===== src/rtl/bnn_pin_pkg.sv =====
`default_nettype none
// ============================================================================
// Module      : bnn_pin_pkg
// Description : Shared types and constants for the BNN pin-interface driver.
//               FSM state encoding, pin bit positions on the 8-bit
//               dedicated-input bus, and the bit-serial CRC-8 step used to
//               fingerprint a loaded parameter set.
// Revision    : 1.0 - initial release
// ============================================================================
package bnn_pin_pkg;

    typedef enum logic [2:0] {
        IDLE     = 3'd0,
        LD_FETCH = 3'd1,
        LD_SHIFT = 3'd2,
        EV_LO    = 3'd3,
        EV_HI    = 3'd4,
        SETTLE   = 3'd5,
        RESULT   = 3'd6
    } state_t;

    // Bit positions on the BNN dedicated-input bus
    localparam int PIN_CLK   = 0;
    localparam int PIN_SETUP = 1;
    localparam int PIN_PARAM = 2;
    localparam int PIN_BANK  = 3;
    localparam int PIN_X_LSB = 4;

    localparam logic [7:0] CRC8_POLY = 8'h07;

    // One MSB-first CRC-8 update for a single serial bit
    function automatic logic [7:0] crc8_step(input logic [7:0] crc, input logic bit_in);
        logic fb;
        fb = crc[7] ^ bit_in;
        return {crc[6:0], 1'b0} ^ (fb ? CRC8_POLY : 8'h00);
    endfunction

endpackage : bnn_pin_pkg
`default_nettype wire


===== src/rtl/bnn_pin_clkgen.sv =====
`default_nettype none
// ============================================================================
// Module      : bnn_pin_clkgen
// Description : Bit-period timing for the BNN pin clock. A phase counter
//               runs 0..2*CLK_DIV-1 while enabled and parks at 0 otherwise,
//               so the BNN clock is low whenever the driver is not actively
//               clocking a bit.
//   clk           in   system clock
//   rst           in   synchronous active-high reset
//   i_run         in   enable phase counting
//   o_bnn_clk     out  BNN clock level (high in the second half period)
//   o_period_tick out  last phase of a bit period (phase returns to 0 next)
//   o_rise_tick   out  BNN clock rises on the next clk edge
// Revision    : 1.0 - initial release
// ============================================================================
module bnn_pin_clkgen #(
    parameter int CLK_DIV = 2
) (
    input  logic clk,
    input  logic rst,
    input  logic i_run,
    output logic o_bnn_clk,
    output logic o_period_tick,
    output logic o_rise_tick
);

    localparam int                c_PH_W    = $clog2(2 * CLK_DIV);
    localparam logic [c_PH_W-1:0] c_PH_LAST = c_PH_W'(2 * CLK_DIV - 1);
    localparam logic [c_PH_W-1:0] c_PH_RISE = c_PH_W'(CLK_DIV - 1);
    localparam logic [c_PH_W-1:0] c_PH_HIGH = c_PH_W'(CLK_DIV);

    logic [c_PH_W-1:0] r_ph;

    always_ff @(posedge clk) begin
        if (rst) begin
            r_ph <= '0;
        end else if (!i_run || (r_ph == c_PH_LAST)) begin
            r_ph <= '0;
        end else begin
            r_ph <= r_ph + c_PH_W'(1);
        end
    end

    assign o_bnn_clk     = (r_ph >= c_PH_HIGH);
    assign o_period_tick = i_run && (r_ph == c_PH_LAST);
    assign o_rise_tick   = i_run && (r_ph == c_PH_RISE);

endmodule : bnn_pin_clkgen
`default_nettype wire


===== src/rtl/bnn_pin_driver.sv =====
`default_nettype none
// ============================================================================
// Module      : bnn_pin_driver
// Description : Host-side initiator for the tiny BNN pin interface. Serially
//               loads NUM_PARAM_BITS parameter bits from a byte stream (LSB
//               first), then runs one inference per accepted x byte: low
//               nibble on bank 0, high nibble on bank 1, settle, capture.
//   cfg_start   in   begin parameter load (IDLE only, wins over x_valid)
//   param_*     in/out  parameter byte handshake
//   x_*         in/out  input-vector handshake (accepted only once loaded)
//   res_valid   out  one-cycle pulse with res_data
//   busy        out  FSM not idle
//   loaded      out  complete parameter set present
//   param_crc   out  CRC-8 over loaded bits, or 0 when CRC is compiled out
//   pin_ui_o    out  {x_nibble, bank_hi, param_in, setup, bnn_clk}
//   pin_uo_i    in   BNN result bus
// Build option: define BNN_PIN_DRIVER_CRC_EN to include the CRC-8 logic.
// Revision    : 1.0 - initial release
// ============================================================================
module bnn_pin_driver
    import bnn_pin_pkg::*;
#(
    parameter int NUM_PARAM_BITS = 112,
    parameter int CLK_DIV        = 2,
    parameter int SETTLE_CYCLES  = 4
) (
    input  logic       clk,
    input  logic       rst,
    input  logic       cfg_start,
    input  logic       param_valid,
    output logic       param_ready,
    input  logic [7:0] param_data,
    input  logic       x_valid,
    output logic       x_ready,
    input  logic [7:0] x_data,
    output logic       res_valid,
    output logic [7:0] res_data,
    output logic       busy,
    output logic       loaded,
    output logic [7:0] param_crc,
    output logic [7:0] pin_ui_o,
    input  logic [7:0] pin_uo_i
);

    localparam int                 c_BC_W     = $clog2(NUM_PARAM_BITS + 1);
    localparam logic [c_BC_W-1:0]  c_BIT_LAST = c_BC_W'(NUM_PARAM_BITS);
    localparam int                 c_ST_W     = (SETTLE_CYCLES > 1) ? $clog2(SETTLE_CYCLES) : 1;
    localparam logic [c_ST_W-1:0]  c_ST_LAST  = c_ST_W'(SETTLE_CYCLES - 1);

    state_t              r_state;
    state_t              w_state_nxt;
    logic [7:0]          r_sreg;
    logic [2:0]          r_byte_bit;
    logic [c_BC_W-1:0]   r_bit_cnt;
    logic [c_ST_W-1:0]   r_settle_cnt;
    logic [3:0]          r_x_hi;
    logic [3:0]          r_nibble;
    logic                r_bank_hi;
    logic                r_setup;
    logic                r_loaded;
    logic [7:0]          r_res_data;
    logic                r_res_valid;

    logic w_run;
    logic w_bnn_clk;
    logic w_period_tick;
    logic w_rise_tick;
    logic w_cfg_go;
    logic w_x_go;
    logic w_load_done;

    bnn_pin_clkgen #(
        .CLK_DIV (CLK_DIV)
    ) u_clkgen (
        .clk           (clk),
        .rst           (rst),
        .i_run         (w_run),
        .o_bnn_clk     (w_bnn_clk),
        .o_period_tick (w_period_tick),
        .o_rise_tick   (w_rise_tick)
    );

    // cfg_start has priority over x_valid when both arrive in IDLE
    assign w_cfg_go    = (r_state == IDLE) && cfg_start;
    assign w_x_go      = (r_state == IDLE) && !cfg_start && x_valid && r_loaded;
    // Bit counter already reflects the current bit's rising edge by period end
    assign w_load_done = (r_state == LD_SHIFT) && w_period_tick && (r_bit_cnt == c_BIT_LAST);

    // ---------------- FSM: state register ----------------
    always_ff @(posedge clk) begin
        if (rst) begin
            r_state <= IDLE;
        end else begin
            r_state <= w_state_nxt;
        end
    end

    // ---------------- FSM: next state ----------------
    always_comb begin
        w_state_nxt = r_state;
        case (r_state)
            IDLE: begin
                if (w_cfg_go) begin
                    w_state_nxt = LD_FETCH;
                end else if (w_x_go) begin
                    w_state_nxt = EV_LO;
                end
            end
            LD_FETCH: begin
                if (param_valid) begin
                    w_state_nxt = LD_SHIFT;
                end
            end
            LD_SHIFT: begin
                if (w_load_done) begin
                    w_state_nxt = IDLE;
                end else if (w_period_tick && (r_byte_bit == 3'd7)) begin
                    w_state_nxt = LD_FETCH;
                end
            end
            EV_LO: begin
                if (w_period_tick) begin
                    w_state_nxt = EV_HI;
                end
            end
            EV_HI: begin
                if (w_period_tick) begin
                    w_state_nxt = SETTLE;
                end
            end
            SETTLE: begin
                if (r_settle_cnt == c_ST_LAST) begin
                    w_state_nxt = RESULT;
                end
            end
            RESULT:  w_state_nxt = IDLE;
            default: w_state_nxt = IDLE;
        endcase
    end

    // ---------------- FSM: outputs ----------------
    always_comb begin
        param_ready = 1'b0;
        x_ready     = 1'b0;
        busy        = 1'b1;
        w_run       = 1'b0;
        case (r_state)
            IDLE: begin
                busy    = 1'b0;
                x_ready = r_loaded;
            end
            LD_FETCH: param_ready = 1'b1;
            LD_SHIFT,
            EV_LO,
            EV_HI:    w_run = 1'b1;
            default:  ;
        endcase
    end

    // ---------------- Datapath ----------------
    // Pin data registers only change while the phase counter sits at 0,
    // so every field is stable across the following BNN clock rising edge.
    always_ff @(posedge clk) begin
        if (rst) begin
            r_sreg       <= '0;
            r_byte_bit   <= '0;
            r_bit_cnt    <= '0;
            r_settle_cnt <= '0;
            r_x_hi       <= '0;
            r_nibble     <= '0;
            r_bank_hi    <= 1'b0;
            r_setup      <= 1'b0;
            r_loaded     <= 1'b0;
            r_res_data   <= '0;
            r_res_valid  <= 1'b0;
        end else begin
            r_res_valid  <= 1'b0;
            r_settle_cnt <= (r_state == SETTLE) ? (r_settle_cnt + c_ST_W'(1)) : '0;
            case (r_state)
                IDLE: begin
                    if (w_cfg_go) begin
                        r_setup    <= 1'b1;
                        r_loaded   <= 1'b0;
                        r_bit_cnt  <= '0;
                        r_byte_bit <= '0;
                        r_sreg     <= '0;
                        r_nibble   <= '0;
                        r_bank_hi  <= 1'b0;
                    end else if (w_x_go) begin
                        r_x_hi    <= x_data[7:4];
                        r_nibble  <= x_data[3:0];
                        r_bank_hi <= 1'b0;
                    end
                end
                LD_FETCH: begin
                    if (param_valid) begin
                        r_sreg     <= param_data;
                        r_byte_bit <= '0;
                    end
                end
                LD_SHIFT: begin
                    if (w_rise_tick) begin
                        r_bit_cnt <= r_bit_cnt + c_BC_W'(1);
                    end
                    if (w_load_done) begin
                        // Unused upper bits of a partial final byte are dropped here
                        r_setup  <= 1'b0;
                        r_sreg   <= '0;
                        r_loaded <= 1'b1;
                    end else if (w_period_tick) begin
                        r_sreg     <= r_sreg >> 1;
                        r_byte_bit <= r_byte_bit + 3'd1;
                    end
                end
                EV_LO: begin
                    if (w_period_tick) begin
                        r_bank_hi <= 1'b1;
                        r_nibble  <= r_x_hi;
                    end
                end
                RESULT: begin
                    r_res_data  <= pin_uo_i;
                    r_res_valid <= 1'b1;
                end
                default: ;
            endcase
        end
    end

`ifdef BNN_PIN_DRIVER_CRC_EN
    logic [7:0] r_crc;

    // Fold in the serial bit exactly as the BNN samples it: on each rising edge
    always_ff @(posedge clk) begin
        if (rst || w_cfg_go) begin
            r_crc <= '0;
        end else if ((r_state == LD_SHIFT) && w_rise_tick) begin
            r_crc <= crc8_step(r_crc, r_sreg[0]);
        end
    end

    assign param_crc = r_crc;
`else
    assign param_crc = 8'h00;
`endif

    always_comb begin
        pin_ui_o                   = '0;
        pin_ui_o[PIN_CLK]          = w_bnn_clk;
        pin_ui_o[PIN_SETUP]        = r_setup;
        pin_ui_o[PIN_PARAM]        = r_sreg[0];
        pin_ui_o[PIN_BANK]         = r_bank_hi;
        pin_ui_o[PIN_X_LSB +: 4]   = r_nibble;
    end

    assign res_valid = r_res_valid;
    assign res_data  = r_res_data;
    assign loaded    = r_loaded;

endmodule : bnn_pin_driver
`default_nettype wire


===== config.mk =====
export PLATFORM = sky130hd
export DESIGN_NAME = bnn_pin_driver
export DESIGN_NICKNAME = d
export VERILOG_FILES = /design/src/rtl/bnn_pin_pkg.sv /design/src/rtl/bnn_pin_clkgen.sv /design/src/rtl/bnn_pin_driver.sv
export SDC_FILE = /design/constraint.sdc
export NUM_CORES = 1
export LEC_CHECK = 0
export BUFFER_PORTS_ARGS = -buffer_cell sky130_fd_sc_hd__buf_4
export CAP_MARGIN = 10
export CORE_AREA = 2 2 83 85
export DETAILED_ROUTE_END_ITERATION = 8
export DIE_AREA = 0 0 85 87
export GPL_ROUTABILITY_DRIVEN = 0
export SLEW_MARGIN = 20
export SYNTH_ARGS = -nofsm -noshare
export SYNTH_HDL_FRONTEND = slang
export SYNTH_SLANG_ARGS = --single-unit

===== constraint.sdc =====
create_clock -name clk -period 4.6 [get_ports clk]
set_clock_uncertainty 0.05 [all_clocks]
set_input_delay 0.46 -clock clk [delete_from_list [all_inputs] [get_ports clk]]
set_output_delay 0.46 -clock clk [all_outputs]
set_load 0.01 [all_outputs]

# == Word-level counts from Yosys, hierarchy flattened ==
# Cells that the tools add are included.
# totals
ram_bits,0
rom_bits,0
register_bits,45
wordCells,110
n_memories,0
inputBits,29
latch_bits,0
output_inout_bits,29
# classes
mux,41
bitwise_logic,2
div,0
eq_ne,23
n_addsub,4
mul,0
shifts,0
magnitude_cmp,1
reduce_logical,26
# op_table
op,n
$mux W3,12
$mux W8,4
$pmux W8 S3,1
$pmux W3 S6,1
$ne A2 B2 Y1 const B,8
$mux W7,2
$pmux W7 S2,1
$eq A3 B3 Y1 const B,4
$mux W1,12
$mux W4,3
$reduce_and A3 Y1,4
$logic_and A1 B1 Y1,9
$pmux W3 S3,1
$pmux W4 S2,1
$add A7 B1 Y7 const B,1
$eq A7 B7 Y1 const B,1
$eq A3 B2 Y1 const B,2
$ne A3 B3 Y1 const B,2
$pmux W1 S2,3
$reduce_and A6 Y1,1
$reduce_and A5 Y1,1
$add A2 B1 Y2 const B,2
$eq A2 B2 Y1 const B,2
$reduce_and A4 Y1,1
other kinds (14),18

# == Depth between registers and ports, before layout ==
# depth
ltp_word,8
ltp_mapped,6

# == Hierarchy ==
# Synthesis repeated with hierarchy kept, for this count alone.
# unflattened
cells_unflattened,251
hier_area_um2,2357.3
# modules_own_cells
mod,cells_per_inst,instances,seq_area_each_um2,area_per_inst_um2
bnn_pin_driver,239,1,860.8,2223.4
bnn_pin_clkgen,12,1,40.0,133.9

# == Worst setup path after synthesis ==
# No wires, ideal clock.
# synth_timing
path_kind,reg-to-reg
from,reg u_clkgen.r_ph[0]
to,reg r_byte_bit[1]
setup_time_ps,59
t_arrival_ps,1623
required_time_ps,4491
slack_ps,2868
stages_incl_launch_ff,6
path_buffers,0
path_cell_list,dfxtp_1 -> ha_1 -> mux2_2 -> a22oi_1 -> a2111oi_4 -> a22o_1
# synth_between
elab_chain_len,6
# synth_rtl
item,line_no,source
from (decl),bnn_pin_clkgen.sv:32,logic [c_PH_W-1:0] r_ph;
from (signal assigned),bnn_pin_clkgen.sv:40,r_ph <= r_ph + c_PH_W'(1);
$eq A2 B2 Y1 (*),bnn_pin_clkgen.sv:45,assign o_period_tick = i_run && (r_ph == c_PH_LAST);
$logic_and A1 B1 Y1 (*),bnn_pin_clkgen.sv:45,
$logic_and A1 B1 Y1 (2 in series),bnn_pin_driver.sv:87,assign w_load_done = (r_state == LD_SHIFT) && w_period_tick && (r_bit_cnt == c_BIT_LAST);
$ne A2 B2 Y1 (no line),--,
$reduce_and A5 Y1 (no line) (*),--,
to (signal assigned),bnn_pin_driver.sv:212,r_byte_bit <= r_byte_bit + 3'd1;
to (decl),bnn_pin_driver.sv:53,logic [2:0] r_byte_bit;
# Every way passes the cells marked *; elsewhere a longest branch is shown, timed or not.
# A chain may end at the register's enable or synchronous reset.

# == Worst setup path after layout ==
# layout_timing
from,reg r_state[1]
to,reg r_sreg[2]
# layout_between
elab_chain_len,8
# layout_rtl
item,line_no,source
from (decl),bnn_pin_driver.sv:50,state_t r_state;
from (signal assigned),bnn_pin_driver.sv:94,r_state <= w_state_nxt;
$eq A3 B2 Y1 (tied with other cells),"bnn_pin_driver.sv:87, bnn_pin_driver.sv:147, bnn_pin_driver.sv:179",
$reduce_or A3 Y1,bnn_pin_driver.sv:147,case (r_state)
$mux W1,bnn_pin_driver.sv:147,
$logic_and A1 B1 Y1,bnn_pin_clkgen.sv:45,
$logic_and A1 B1 Y1 (2 in series),bnn_pin_driver.sv:87,
$ne A3 B3 Y1 (no line) / $mux W8 (equally long branches),--,
$reduce_and A4 Y1 (no line) / $pmux W8 S3 (equally long branches),--,
to (signal assigned),bnn_pin_driver.sv:197,r_sreg <= param_data;
to (signal assigned),bnn_pin_driver.sv:211,r_sreg <= r_sreg >> 1;
to (decl),bnn_pin_driver.sv:52,logic [7:0] r_sreg;
# Parallel ways exist; a longest one is shown, timed or not.

==> flow_summary.yaml <==
layout:
  layout_commonest_cell: "sky130_fd_sc_hd__buf_4"
  highest_count_cells_in_the_layout_ignoring_fill_and_taps: "sky130_fd_sc_hd__buf_4, sky130_fd_sc_hd__dfxtp_1, sky130_fd_sc_hd__nand2_1"
  combined_area_of_the_multi_input_logic_cells_um2: 1150
  area_growth_from_synthesis_to_layout_pct: 21.1
  finalInstanceArea_um2: 2670
  ff_latch_area_um2: 901
  final_cell_count_no_fill: 365
  drive_gt1_frac: 0.249
  diodes: 0
  final_net_count: 321
  layout.filler_cells: 672
logic_synthesis:
  synthesis.yosys.warnings: 0
  ys_ff_latch: 45
  synth.lib_cells_used.distinct: 50
  netlist_instances: 244
  yosys.area_share.simple: 0.204
  synth_compound_gate_area_share: 0.204
  largest_family_of_logic_cells_by_synthesized_area: "simple AND/OR/NAND/NOR gates"
  post_synth_mux_area_share: 0.0471
  netlist_area_um2: 2200
  ys.flop_type: "sky130_fd_sc_hd__dfxtp_1"
  synth_adder_area_share: 0.0454
  synth_area_per_cell_um2: 9.03
  async_flop_share: 0
  synth_xor_xnor_area_share: 0.00795
  synth-edff-count: 0
  ys_seq_area_frac: 0.409
routing:
  vias: 1807
  drc_errors: 0
  drt_pass1_iterations: 4
  post_route_ant_nets: 0
  drt-wirelength-per-cell_um: 12.7
  drt_first_iter_violations: 85
  routed_wl_mm: 4.63
  detail_route.vias_per_cell: 4.95
power_and_ir_drop:
  power-per-cell-area_nw_per_um2: 375
  power.static_leakage_nw: 1.12
  peakVddDrop_uv: 194
setup_path:
  critical_path.max_fanout: 22
  timing.rr.end: "r_sreg[2]$_SDFFE_PP0P_"
  reg2reg_setup_slack_ns: 2.48
  ff2ff_path_depth: 4
  reg2reg_from: "r_state[1]$_SDFFE_PP0P_"
  critical_path_capture_point_type: "flip-flop"
  cell_chain_of_the_critical_path: "mux2_2 > a311oi_2 > a22o_1 > a21o_1"
  worst_setup_path_start_kind: "flip-flop"
  required_worst_endpoint_ns: 4.79
  crit_path_max_incr_delay_ns: 0.74
  critPathSlowestCell: "sky130_fd_sc_hd__dfxtp_1"
  timing.critical_path.arrival_ns: 2.31
  crit_type: "flip-flop to flip-flop"
place:
  detailed_place_hpwl_mm: 3.30
  portBuffers: 49
  dpl-instance-area_um2: 2550
  numPlacedInstances: 357
clock_network:
  cts_max_level: 2
  tritoncts_clock_tree: "done"
  post_cts_resized: 0
  tritoncts_num_sinks: 45
  cts.hold.buffers_added: 0
  root_buffer: "sky130_fd_sc_hd__clkbuf_8"
  worst_setup_hold_path_clk_slew_ns: 0.09
  clock_latency_ns: 0.29
  num_cts_buffers: 5
  postCtsSetupBuffers: 0
  max-clock-path-buffers: 2
floorplan:
  die_height_um: 87
  initial_utilization: 0.335
  floorplan.core_area_um2: 6570
  design.portCount: 58
  die_x_um: 85
  die_footprint_um2: 7400
  floorplan.rows: 30
timing:
  final_hold_viol_count: 0
  final_max_slew_viol_count: 0
  timing.final.crit_share: 0.461
  period_minus_slack_ns: 2.12
  maxSlewHeadroom: 0.488
  max_slew.worst_pin.slew_ns: 0.766
  finalSetupTns_ns: 0
  fmax_mhz: 471
  grt_setup_unrepaired: "no"
  report.final.setup_viol: 0
job:
  drv.max_cap_violation_count: 0
grt:
  via_count_of_the_first_global_routing_pass: 1693
  grt_pass1_wl_mm: 7.84
  antenna_found_initial: 0
  grt_start_max_net_pins: 37
  grt_use_total: 0.129
  grt.overflow.total: 0
worst_hold_path:
  min_from: "x_data[4]"
  hold-path-cell-count: 3
  worst_hold_path_type: "input port to flip-flop"
  hold_path_end: "r_x_hi[0]$_SDFFE_PP0P_"
run_status:
  outcome: "completed"
report_power, final:
part           leakage (nW)  switching (W)  total [W]  internal (W)
combinational         0.698       0.000130   0.000245      0.000115
clock                0.0543       0.000139   0.000301      0.000163
sequential            0.364      0.0000435   0.000455      0.000411
total                  1.12       0.000312    0.00100      0.000689
synth_stat cells, types with 2 or more instances:
cell                       count  area, µm²
sky130_fd_sc_hd__dfxtp_1      45        901
sky130_fd_sc_hd__nand2_1      28        105
sky130_fd_sc_hd__and2_1        2       12.5
sky130_fd_sc_hd__inv_2         2       7.51
sky130_fd_sc_hd__and3_1        3       18.8
sky130_fd_sc_hd__xor2_1        2       17.5
sky130_fd_sc_hd__nand3b_1      2       15.0
sky130_fd_sc_hd__inv_1         7       26.3
sky130_fd_sc_hd__a22oi_1       5       37.5
sky130_fd_sc_hd__or2_2         2       12.5
sky130_fd_sc_hd__o21ai_0       8       40.0
sky130_fd_sc_hd__or3_1         2       12.5
sky130_fd_sc_hd__nor3b_1       2       15.0
sky130_fd_sc_hd__nand4_1       3       18.8
sky130_fd_sc_hd__clkbuf_1      7       26.3
sky130_fd_sc_hd__o31ai_1       2       15.0
sky130_fd_sc_hd__buf_4        13       97.6
sky130_fd_sc_hd__ha_1          8        100
sky130_fd_sc_hd__a21o_1        8       60.1
sky130_fd_sc_hd__mux2i_1       7       70.1
sky130_fd_sc_hd__mux2_2        2       22.5
sky130_fd_sc_hd__nor2_1       18       67.6
sky130_fd_sc_hd__nand2b_1      6       37.5
sky130_fd_sc_hd__a21oi_1      24        120
sky130_fd_sc_hd__a22o_1       10       87.6
sky130_fd_sc_hd__nand3_1       2       10.0
final cells by class:
type	instances	share of cell area
clock buffers	5	0.0258
clock inverters	3	0.0173
inverters	9	0.0127
multi-input cells	174	0.431
flip-flops and latches	45	0.338
well taps	80	0.0375
repair buffers	49	0.138
per-layer routing:
layer  share of wire  vias up  global-route usage
li1                -      916                   -
met1            0.49      841               0.173
met2            0.44       45               0.199
met3           0.064        5              0.0436
met4          0.0073        0              0.0346
met5               0        -                   0
worst max path at each step:
stage                                           start  depth (start not counted)                         end  slack (ns)
final                         r_state[1]$_SDFFE_PP0P_                          4      r_sreg[2]$_SDFFE_PP0P_        2.48
after floorplan           u_clkgen.r_ph[0]$_SDFF_PP0_                          5  r_byte_bit[1]$_SDFFE_PP0P_        2.87
after CTS                     r_state[1]$_SDFFE_PP0P_                          4      r_sreg[2]$_SDFFE_PP0P_        2.46
after global routing          r_state[1]$_SDFFE_PP0P_                          4      r_sreg[2]$_SDFFE_PP0P_        2.26
after detailed placement      r_state[1]$_SDFFE_PP0P_                          4      r_sreg[2]$_SDFFE_PP0P_        2.48
after global placement        r_state[1]$_SDFFE_PP0P_                          4      r_sreg[0]$_SDFFE_PP0P_        2.53
critical path, delay by kind of cell, from the launching register on:
kind | cells | cell delay, ns
flops | 1 | 0.74
compound gates | 3 | 0.84
mux | 1 | 0.44
registers in the layout, indices dropped and copies added, names as in the netlist:
signal,flops
loaded,1
r_bank_hi,1
r_bit_cnt,7
r_byte_bit,3
r_nibble,4
r_settle_cnt,2
r_setup,1
r_sreg,8
r_state,3
r_x_hi,4
res_data,8
res_valid,1
u_clkgen.r_ph,2
cells by family (layout without fill, tap and decap cells):
group	after synthesis	count (layout)
xor gates and xnor gates	2	2
muxes	10	10
buffers and inverters	32	66
other	1	8
DFF	45	45
adders and majority gates	8	8
AOI/OAI and AO/OA	63	63
and+or+nand+nor	83	83
through the flow:
step                utilization  hold WS, ns  setup slack, ns  total power [W]
global route              0.406        0.347             2.26          0.00106
floorplan                     -        0.357             2.87         0.000651
detailed placement        0.389        0.386             2.48         0.000712
CTS                       0.406        0.333             2.46          0.00102
finish                    0.406        0.348             2.48          0.00100
global placement          0.389        0.369             2.53         0.000710
Power figures use the tool's default switching activity.
